--- src/rtl/mux_info_sel.sv ---
// Registered 2:1 selector for two 4-digit BCD display values, with source tag,
// per-digit non-BCD flags and a one-cycle pulse whenever the shown value changes.
module mux_info_sel (
    input  logic            clk,
    input  logic            rst,
    input  logic            ent,
    input  logic [3:0][3:0] numero,
    input  logic [3:0][3:0] numero_sv,
    output logic [3:0][3:0] s_mux,
    output logic            sel_q,
    output logic [3:0]      digit_err,
    output logic            upd
);

    logic [3:0][3:0] nxt;
    logic [3:0]      nxt_err;
    logic            nxt_upd;

    always_comb begin
        nxt = ent ? numero_sv : numero;
        nxt_err = '0;
        for (int i = 0; i < 4; i++) begin
            nxt_err[i] = (nxt[i] > 4'd9);
        end
        // Compare against the value currently shown, not the previous input.
        nxt_upd = (nxt != s_mux);
    end

    always_ff @(posedge clk or posedge rst) begin
        if (rst) begin
            s_mux     <= '0;
            sel_q     <= 1'b0;
            digit_err <= '0;
            upd       <= 1'b0;
        end else begin
            s_mux     <= nxt;
            sel_q     <= ent;
            digit_err <= nxt_err;
            upd       <= nxt_upd;
        end
    end

endmodule

--- config.mk ---
export PLATFORM = sky130hd
export DESIGN_NAME = mux_info_sel
export DESIGN_NICKNAME = d
export VERILOG_FILES = /design/src/rtl/mux_info_sel.sv
export SDC_FILE = /design/constraint.sdc
export NUM_CORES = 1
export LEC_CHECK = 0
export BUFFER_PORTS_ARGS = -buffer_cell sky130_fd_sc_hd__buf_4
export CAP_MARGIN = 5
export CORE_MARGIN = 2
export CORE_UTILIZATION = 46
export CTS_CLUSTER_SIZE = 10
export DETAILED_ROUTE_END_ITERATION = 6
export GPL_ROUTABILITY_DRIVEN = 0
export HOLD_SLACK_MARGIN = 0.12
export PLACE_DENSITY = 0.82
export SYNTH_ARGS = -nofsm -noshare
export SYNTH_HDL_FRONTEND = slang
export SYNTH_SLANG_ARGS = --single-unit
--- constraint.sdc ---
create_clock -name clk -period 2.4 [get_ports clk]
set_clock_uncertainty 0.15 [all_clocks]
set_input_delay 0 -clock clk [delete_from_list [all_inputs] [get_ports clk]]
set_output_delay 0 -clock clk [all_outputs]
set_load 0.01 [all_outputs]
==> impl_metrics.tcl <==
set metrics [dict create \
    drt-vias-per-instance 4.71 \
    cp-start-kind "input pin" \
    synth_edf_count 0 \
    synth_top_area_share_pct 53.4 \
    grt_setup_unrepaired "false" \
    clockBufferDepth 2 \
    final_antenna_net_count 0 \
    cts_sinks 22 \
    die-area_sq_mm 0.00264 \
    first_global_vias 1003 \
    netlist_area_sq_mm 0.00103 \
    max_slew_margin_pct 45.7 \
    cp-endpoint "upd$_DFF_PP0_" \
    critPathMaxStageDelay_ps 590 \
    cts_setup_buffers 0 \
    cp_common_cell "dlygate4sd3_1" \
    p_int_uw 624 \
    wl_mm 2.92 \
    gr-total-overflow 0 \
    reg2reg_depth 3 \
    wl_per_cell_microns 14.7 \
    critical_path_required_ps 2410 \
    p_switching_uw 232 \
    end_kind "register" \
    core_sq_mm 0.00217 \
    die_x_microns 51.3 \
    htreeDepth 1 \
    period_needed_ps 2310 \
    ys_ff_latch 22 \
    cts.clk_slew.worst_paths_ps 120 \
    power_uw 856 \
    yosysUniqueCellTypes 13 \
    cp-startpoint "ent" \
    yosys_warnings 0 \
    synth_nets 113 \
    arrival_ps 2320 \
    vias 932 \
    ys_seq_area_share_pct 53.4 \
    critPathSlowestCell "dlygate4sd3_1" \
    clock-root-buffer "clkbuf_4" \
    status "completed" \
    antenna_found_initial 0 \
    setup_viol 0 \
    antenna_cells 0 \
    swShare_pct 27.1 \
    p_seq_share_pct 48.7 \
    grt_max_degree 23 \
    timing.rr.end "upd$_DFF_PP0_" \
    combPwrFrac_pct 32.1 \
    hold_violations 0 \
    clk_latency_ps 300 \
    grt_pass1_wl_mm 4.57 \
    yosysTopAreaCell "dfrtp_1" \
    hold_class "input pin to asynchronous set/reset pin" \
    cp_max_fo 17 \
    tns_ps 0 \
    synth_common_cells "dfrtp_1 (22), inv_1 (13), xnor2_1 (12)" \
    cts_buffers 3 \
    tightest_slew_ps 814 \
    grt_use_total_pct 24.1 \
    drt-initial-drc-count 6 \
    cts_tree "built" \
    path_cells "dlygate4sd3_1, buf_12, mux2_2, dlygate4sd3_1, xor2_1, nor4_2, nand4_1" \
    die_y_microns 51.3 \
    synth_flop_cell "dfrtp_1" \
    clockPowerShare_pct 19.2 \
    drc_errors 0 \
    timing.max_cap.violations 0 \
    placement.io_buffers 56 \
    synth-async-reset-ratio_pct 100 \
    nNetsFinal 207 \
    synthTopCellsByArea "dfrtp_1 (53%), xnor2_1 (10%), mux2i_2 (6.7%), mux2i_1 (4.9%), inv_1 (4.7%)" \
    post_route_cells_drive_above_1_share_pct 41.8 \
    first_pass_iters 4 \
    synthCells 78 \
    slew_violations 0 \
    power_leakage_uw 0.000887 \
    hpwlAfterDp_mm 1.66 \
    fin_crit_sh_pct 96.1 \
    synth.most_common_cell "dfrtp_1" \
    row_count 17 \
    powerDensity_mw_per_mm2 463 \
    peakVddDrop_mv 0.394 \
    syn_area_per_cell_sq_um 13.2 \
    timing_worst_setup_path_type "input pin to register" \
    max_freq_mhz 433 \
    fillerInstances 115 \
    syn2layout_area_growth_pct 79.1 \
    initial_core_util_pct 47.5 \
    reg2reg_from "s_mux[12]$_DFF_PP0_" \
    io_pins 57 \
    r2r_setup_slack_ps 970 \
]
worst max-delay path, delay by kind of cell:
family / cells / cell delay, ps
muxes: 1 / 350
xor gates and xnor gates: 1 / 160
buffers and inverters: 3 / 1370
and+or+nand+nor: 2 / 430
power by group through the flow:
stage / registers (uW) / logic (uW) / clock network [uW]
after floorplan: 435 / 94.7 / 0
after global placement: 423 / 204 / 0
after detailed placement: 423 / 207 / 0
after CTS: 416 / 262 / 165
after global routing: 420 / 294 / 183
final: 417 / 275 / 164
layout make-up:
class,instances,area (sq um),share of cell area (%)
Timing Repair Buffer,91,783,42.4
Sequential cell,22,551,29.8
Multi-Input combinational cell,41,407,22.0
Inverter,13,48.8,2.64
Tap cell,28,35.0,1.90
Clock buffer,3,22.5,1.22
per-layer routing:
| metal | up-vias | track usage, % | wire [microns] |
|---|---|---|---|
| li1 | 441 | - | - |
| met3 | 7 | 2.92 | 140 |
| met1 | 445 | 26.3 | 1070 |
| met2 | 39 | 47.2 | 1640 |
| met5 | - | 0 | 0 |
| met4 | 0 | 8.33 | 59 |
layout by cell type (no fill, tap or decap):
master,Yosys,routed
mux2i_1,5,5
xor2_1,4,4
dfrtp_1,22,22
buf_12,1,1
xnor2_1,12,12
dlygate4sd3_1,0,35
clkbuf_4,0,3
inv_1,13,13
mux2i_4,2,2
nand4_1,1,1
buf_4,0,55
nor4_1,4,3
mux2i_2,5,5
mux2_2,4,4
a21oi_1,4,4
nor4_2,0,1
worst min-delay path by stage:
stage,start,endpoint,cells after the start
after floorplan,rst,digit_err[0]$_DFF_PP0_,1
after global placement,rst,sel_q$_DFF_PP0_,2
after global routing,rst,s_mux[7]$_DFF_PP0_,3
final,rst,s_mux[4]$_DFF_PP0_,3
after CTS,rst,s_mux[0]$_DFF_PP0_,3
after detailed placement,rst,sel_q$_DFF_PP0_,2
sequential cells by signal (all words and copies together) (netlist names):
register / count
sel_q: 1
digit_err: 4
upd: 1
s_mux: 16
through the flow:
stage                     util [%]  cells  hold slack [ps]  instance area, sq um  worst slack (ps)
after floorplan                  -     78             -161                  1030              1160
after global placement        67.1    160             60.8                  1460               889
after detailed placement      67.1    160             63.4                  1460               826
after CTS                     84.3    198              288                  1830              80.1
after global routing          85.1    198              341                  1850              13.0
final                         85.1    198              262                  1850              92.9
logic make-up after synthesis:
group	share of synthesized area, %
muxes	20.3
and+or+nand+nor	3.03
buffers and inverters	7.77
AOI/OAI and AO/OA	1.94
xor gates and xnor gates	13.6
DFF	53.4
timing repair:
action | 4_1_cts | 5_1_grt
hold buffers | 35 | 0
endpoints found under the hold margin | 44 | 0
setup endpoints to repair | 0 | 1
gates resized for setup | 0 | 4
(Power assumes the default switching activity.)
